$ cat src/rtl/bcd_scan_display_pkg.sv
`default_nettype none
// ============================================================================
// Module      : bcd_scan_display_pkg
// Description : Shared constants for the multiplexed BCD display: segment
//               glyphs ({g,f,e,d,c,b,a}, active-high), prescaler width and
//               default refresh divider.
// Revision    : 1.0 - initial release
// ============================================================================
package bcd_scan_display_pkg;

    localparam int unsigned c_REFRESH_DIV_DEFAULT = 4;
    localparam int          c_PRESC_W             = 16;

    localparam logic [6:0] c_SEG_0     = 7'h3F;
    localparam logic [6:0] c_SEG_1     = 7'h06;
    localparam logic [6:0] c_SEG_2     = 7'h5B;
    localparam logic [6:0] c_SEG_3     = 7'h4F;
    localparam logic [6:0] c_SEG_4     = 7'h66;
    localparam logic [6:0] c_SEG_5     = 7'h6D;
    localparam logic [6:0] c_SEG_6     = 7'h7D;
    localparam logic [6:0] c_SEG_7     = 7'h07;
    localparam logic [6:0] c_SEG_8     = 7'h7F;
    localparam logic [6:0] c_SEG_9     = 7'h6F;
    localparam logic [6:0] c_SEG_DASH  = 7'h40;
    localparam logic [6:0] c_SEG_BLANK = 7'h00;

endpackage
`default_nettype wire

$ cat src/rtl/bcd_scan_display_bcd_to_7seg.sv
`default_nettype none
// ============================================================================
// Module      : bcd_to_7seg
// Description : Combinational BCD to seven-segment decoder. Codes 10..15 are
//               not BCD and are shown as a dash.
// Revision    : 1.0 - initial release
// ============================================================================
module bcd_to_7seg
    import bcd_scan_display_pkg::*;
(
    input  logic [3:0] i_bcd,
    output logic [6:0] o_seg
);

    // Glyph lookup; anything outside 0..9 renders as a dash
    always_comb begin
        o_seg = c_SEG_DASH;
        case (i_bcd)
            4'd0:    o_seg = c_SEG_0;
            4'd1:    o_seg = c_SEG_1;
            4'd2:    o_seg = c_SEG_2;
            4'd3:    o_seg = c_SEG_3;
            4'd4:    o_seg = c_SEG_4;
            4'd5:    o_seg = c_SEG_5;
            4'd6:    o_seg = c_SEG_6;
            4'd7:    o_seg = c_SEG_7;
            4'd8:    o_seg = c_SEG_8;
            4'd9:    o_seg = c_SEG_9;
            default: o_seg = c_SEG_DASH;
        endcase
    end

endmodule
`default_nettype wire

$ cat src/rtl/bcd_scan_display.sv
`default_nettype none
// ============================================================================
// Module      : bcd_scan_display
// Description : Four-digit multiplexed BCD display driver. A prescaler sets
//               the time per digit slot, a 2-bit index scans the anodes, and
//               the selected digit of a loaded snapshot is decoded to segments
//               with optional leading-zero blanking and a sticky-until-reload
//               invalid-digit flag.
// Revision    : 1.0 - initial release
// ============================================================================
module bcd_scan_display
    import bcd_scan_display_pkg::*;
#(
    parameter int unsigned REFRESH_DIV = c_REFRESH_DIV_DEFAULT
) (
    input  logic        clk,
    input  logic        rst,
    input  logic        en,
    input  logic        load,
    input  logic [15:0] digits,
    input  logic        blank_lz,
    output logic [6:0]  seg,
    output logic [3:0]  an,
    output logic        err
);

    localparam logic [c_PRESC_W-1:0] c_PRESC_MAX = c_PRESC_W'(REFRESH_DIV - 1);

    logic [c_PRESC_W-1:0] r_presc_q, w_presc_d;
    logic [1:0]           r_idx_q,   w_idx_d;
    logic [15:0]          r_snap_q,  w_snap_d;
    logic                 r_err_q,   w_err_d;
    logic                 w_tick;
    logic                 w_bad_digit;
    logic [3:0]           w_nibble;
    logic [6:0]           w_seg_dec;
    logic                 w_upper_zero;

    // Next-state: prescaler/index advance only while enabled; load is independent
    always_comb begin
        w_tick      = en && (r_presc_q == c_PRESC_MAX);
        w_presc_d   = r_presc_q;
        w_idx_d     = r_idx_q;
        w_bad_digit = 1'b0;
        if (en) begin
            if (w_tick) begin
                w_presc_d = '0;
                w_idx_d   = r_idx_q + 2'd1;
            end else begin
                w_presc_d = r_presc_q + 1'b1;
            end
        end
        for (int i = 0; i < 4; i++) begin
            if (digits[i*4 +: 4] > 4'd9) begin
                w_bad_digit = 1'b1;
            end
        end
        w_snap_d = load ? digits      : r_snap_q;
        w_err_d  = load ? w_bad_digit : r_err_q;
    end

    // State registers with asynchronous active-low reset
    always_ff @(posedge clk or negedge rst) begin
        if (!rst) begin
            r_presc_q <= '0;
            r_idx_q   <= 2'd0;
            r_snap_q  <= 16'h0000;
            r_err_q   <= 1'b0;
        end else begin
            r_presc_q <= w_presc_d;
            r_idx_q   <= w_idx_d;
            r_snap_q  <= w_snap_d;
            r_err_q   <= w_err_d;
        end
    end

    // Select the scanned nibble and detect that it and all digits above it are zero
    always_comb begin
        w_nibble     = r_snap_q[3:0];
        w_upper_zero = 1'b0;
        case (r_idx_q)
            2'd0: begin
                w_nibble     = r_snap_q[3:0];
                w_upper_zero = 1'b0;
            end
            2'd1: begin
                w_nibble     = r_snap_q[7:4];
                w_upper_zero = (r_snap_q[15:4] == 12'h000);
            end
            2'd2: begin
                w_nibble     = r_snap_q[11:8];
                w_upper_zero = (r_snap_q[15:8] == 8'h00);
            end
            default: begin
                w_nibble     = r_snap_q[15:12];
                w_upper_zero = (r_snap_q[15:12] == 4'h0);
            end
        endcase
    end

    bcd_to_7seg u_dec (
        .i_bcd (w_nibble),
        .o_seg (w_seg_dec)
    );

    assign seg = (blank_lz && w_upper_zero) ? c_SEG_BLANK : w_seg_dec;
    assign an  = 4'b0001 << r_idx_q;
    assign err = r_err_q;

endmodule
`default_nettype wire

$ cat config.mk
export PLATFORM = sky130hd
export DESIGN_NAME = bcd_scan_display
export DESIGN_NICKNAME = d
export VERILOG_FILES = /design/src/rtl/bcd_scan_display_pkg.sv /design/src/rtl/bcd_scan_display_bcd_to_7seg.sv /design/src/rtl/bcd_scan_display.sv
export SDC_FILE = /design/constraint.sdc
export NUM_CORES = 1
export LEC_CHECK = 0
export BUFFER_PORTS_ARGS = -buffer_cell sky130_fd_sc_hd__buf_4
export CAP_MARGIN = 20
export CORE_ASPECT_RATIO = 0.6
export CORE_UTILIZATION = 25
export CTS_BUF_LIST = sky130_fd_sc_hd__clkbuf_4
export DETAILED_ROUTE_END_ITERATION = 10
export GPL_TIMING_DRIVEN = 0
export SETUP_SLACK_MARGIN = 0.15
export SLEW_MARGIN = 25
export SYNTH_ARGS = -nofsm -noshare
export SYNTH_HDL_FRONTEND = slang
export SYNTH_HIERARCHICAL = 1
export SYNTH_SLANG_ARGS = --single-unit
$ cat constraint.sdc
create_clock -name clk -period 2.07 [get_ports clk]
set_clock_uncertainty 0.1 [all_clocks]
set_input_delay 0.1035 -clock clk [delete_from_list [all_inputs] [get_ports clk]]
set_output_delay 0.1035 -clock clk [all_outputs]
set_load 0.02 [all_outputs]
==> results <==
- The share of the clock period used by the worst path is 134%.
- During I/O placement, the number of pins put on the boundary was 33.
- Once layout is complete, the utilization of the core stands at 38.8%.
- Derived from the worst setup path, the maximum achievable clock frequency is 0.362 GHz.
- The number of cells on the worst reg-to-reg path is 6.
- The critical path required time is 1.87 ns.
- At the end of routability-driven placement, the weighted congestion stood at 0.732.
- The number of global-route vias before repair is 1621.
- For the pin with the worst max-slew slack, the measured transition is 0.806 ns.
- Row generation in the floorplan step produced 24 rows.
- The number of antenna violations at the first check in global routing came to 0.
- Along the worst path, the maximum fanout reaches 7.
- The count of final max-slew check failures is 0.
- The kind of end point of the critical path is an output port.
- The layout overhead on the synthesized area is 46.2%.
- The floorplan die width is 117 um.
- The normalized max-slew margin is 46.2%.
- The height of the die is 70.8 um.
- The count of warnings emitted by yosys is 6.
- For this run, the detailed router's first-pass iteration total came to 4.
- The number of synthesized register bits is 35.
- The max-cap violation count is 0.
- Across every metal layer, demand over resource in global routing totals 12.8%.
- The total number of vias is 1597.
- After detailed routing, the number of vias per cell comes to 4.49.
- The number of hold-slack violations in the final timing report is 0.
- The static power due to leakage is 1.28 nW.
- The count of fill cells added during filler insertion is 761.
- For the worst setup path, the data arrival time is 2.56 ns.
- The path type of the worst setup path is flip-flop to output port.
- After clock tree synthesis, the clock-pin slew on the worst setup and hold paths is 0.12 ns.
- The first global-routing pass estimated 8.00 mm of wire.
- The core region is 0.00745 sq mm.
- The post-synthesis instance area is 0.00197 sq mm.
- The worst setup path is launched from a flip-flop.
- The later pin in the worst-skew pair is clocked with a latency of 0.35 ns.
- The area share of the largest cell type after synthesis is 44.4%.
- Setup violations remaining at the end of the flow were counted as 7.
- The H-tree was split into 2 levels.
- The tree built by TritonCTS fans out to 35 sinks.
- Yosys attributes the largest share of cell area to dfrtp_1 44%, mux2_2 8.0%, ha_1 7.0%.
- The synthesized instance count is 183.
- Yosys mapped the design onto 35 distinct sky130hd cell types.
- The net count reported at finish is 283.
- In the post-synthesis netlist, the cell with the most instances is dfrtp_1.
- The path class of the tightest hold or removal check is primary input to asynchronous set/reset pin.
- 0 antenna diodes ended up in the layout.
- The synthesized netlist net count is 215.
- The global-route congestion overflow total is 0.
- The mean routed wirelength per cell is 13.6 um.
- Prior to clock tree synthesis, the placed netlist has a worst setup slack of -0.367 ns.
- The half-perimeter wire length after detailed placement is 3.48 mm.
- The full die area is 0.00827 sq mm.
- Cells with a size suffix above 1 make up 40.9% of the layout.
- After layout, the minimum clock period comes to 2.77 ns.
- For this block, the initial DRC count from the detailed router was 81.
- The total CTS buffers is 5.
- The count of flip-flops with a built-in enable after synthesis is 0.
- The DRC violation count after routing is 0.
- The power per cell area is 1380 mW/mm^2.
- Once detail routing completed, the nets flagged for antenna violations numbered 0.
- The synthesized design spends more area on one cell type than any other, namely dfrtp_1.
- For this configuration, the core starts out at a cell density of 26.5%.
- The most frequently used flop master after synthesis is dfrtp_1.
- The sequential fraction of the synthesis area is 44.4%.
- Entering global routing, the biggest net connects 36 pins.
- Clock tree synthesis selected as its root buffer the cell clkbuf_4.
- Counting flops with an async set or reset pin after synthesis yields a share of 100%.
- The final reports fail on negative setup slack.
- The maximum buffer depth of the clock tree is 2.
- Sorting the synthesized cells by how often they occur yields 35 x dfrtp_1, 14 x mux2_2, 13 x nand2_1.
- Across all setup checks in the final design, the least slack found is -0.695 ns.
- The count of buffers added on input and output ports is 31.
- Setup repair after global routing could not meet its margin everywhere.
- The final wirelength is 4.83 mm.
- The flow ran to the end, but the final reports show violations.
- Each instance of the synthesized netlist takes up on average 10.8 sq um.
- TritonCTS built the clock tree.
- The maximum VDD drop is 0.000721 V.
[metrics by stage]
| step | cells | area (sq um) | TNS [ns] | hold slack (ns) | power, mW |
|---|---|---|---|---|---|
| after global routing | 356 | 2890 | -5.37 | 0.159 | 4.24 |
| after global placement | 318 | 2460 | -2.32 | -0.0176 | 3.02 |
| after detailed placement | 318 | 2470 | -2.10 | -0.0147 | 3.09 |
| after floorplan | 183 | 2100 | -0.537 | -0.292 | 2.50 |
| after CTS | 352 | 2850 | -4.32 | 0.137 | 3.90 |
| final | 356 | 2890 | -4.36 | 0.120 | 3.98 |
[where the power goes]
| group | total (mW) | leakage, nW | internal [mW] | switching [mW] |
|---|---|---|---|---|
| Clock | 0.389 | 0.0317 | 0.144 | 0.245 |
| Sequential | 0.960 | 0.434 | 0.794 | 0.166 |
| Combinational | 2.63 | 0.810 | 1.44 | 1.19 |
| Total | 3.98 | 1.28 | 2.38 | 1.60 |
[per-layer routing]
metal  up-vias  routed length (um)  global-route usage, %  part of all wire (%)
met3         8                 203                   3.34                   4.2
met5         -                   0                      0                     0
li1        782                   -                      -                     -
met1       771                2610                   19.1                    54
met4         0                  62                   4.22                   1.3
met2        36                1950                   17.7                    40
[worst paths after layout]
path / endpoint / slack [ns] / startpoint
setup reg to reg: r_presc_q[15] / 0.26 / r_presc_q[0]
hold / removal: r_presc_q[0] / 0.12 / rst
min in group clk: r_snap_q[15] / 0.19 / load
hold reg to reg: r_presc_q[10] / 0.41 / r_presc_q[10]
setup / recovery: seg[3] / -0.70 / r_idx_q[0]
max in group asynchronous: r_snap_q[6] / 1.42 / rst
[critical path: stages (launching register included)]
cell and delay (ns):
dfrtp_2 0.48, inv_4 0.11, ha_4 0.17, a222oi_1 0.12
mux2i_4 0.31, inv_2 0.11, ha_2 0.19, mux2_4 0.28
o22ai_2 0.15, nor2b_4 0.16, buf_6 0.12
[logic make-up after synthesis]
kind of cell,count (synthesis),synth area share [%]
xor+xnor,14,6.21
mux,19,10.6
fa+ha+maj,11,6.97
buf+inv,19,4.63
simple gates,59,18.6
flops,35,44.4
compound gates,26,8.68
[registers in the layout (all words and copies together) (netlist names)]
signal,cells
r_idx_q,2
r_snap_q,16
err,1
r_presc_q,16
[cells in the final DEF (no fill, tap or decap), drive strengths merged, types with 2 or more instances in the layout]
cell / netlist / routed
dfrtp: 35 / 35
nand3: 8 / 8
a222oi: 4 / 4
nor2b: 9 / 9
dlygate4sd3: 0 / 20
o22ai: 4 / 4
a21oi: 2 / 2
o21ai: 12 / 12
nor4: 7 / 7
xor2: 4 / 4
nand2: 13 / 13
and4: 3 / 3
nor2: 9 / 9
mux2i: 4 / 4
buf: 4 / 45
a21o: 2 / 2
xnor2: 10 / 10
mux2: 15 / 15
clkbuf: 3 / 9
inv: 12 / 12
nand4: 5 / 5
ha: 11 / 11
[repair_timing]
| action | in CTS | in global routing |
|---|---|---|
| setup endpoints to repair | 7 | 7 |
| endpoints found under the hold margin | 55 | 0 |
| hold buffers | 20 | 0 |
| resized for setup | 23 | 1 |
| setup buffers | 6 | 4 |
| pin swaps | 7 | 7 |
[area by class of cell]
cell class | instances | area (sq um) | share of cell area, %
Timing Repair Buffer | 61 | 538 | 18.6
Buffer | 7 | 56.3 | 1.95
Tap cell | 104 | 130 | 4.51
Inverter | 12 | 50.0 | 1.73
Clock inverter | 2 | 12.5 | 0.433
Clock buffer | 6 | 45.0 | 1.56
Sequential cell | 35 | 878 | 30.4
Multi-Input combinational cell | 129 | 1180 | 40.7
Note: power is estimated with default switching activity, not from simulation.
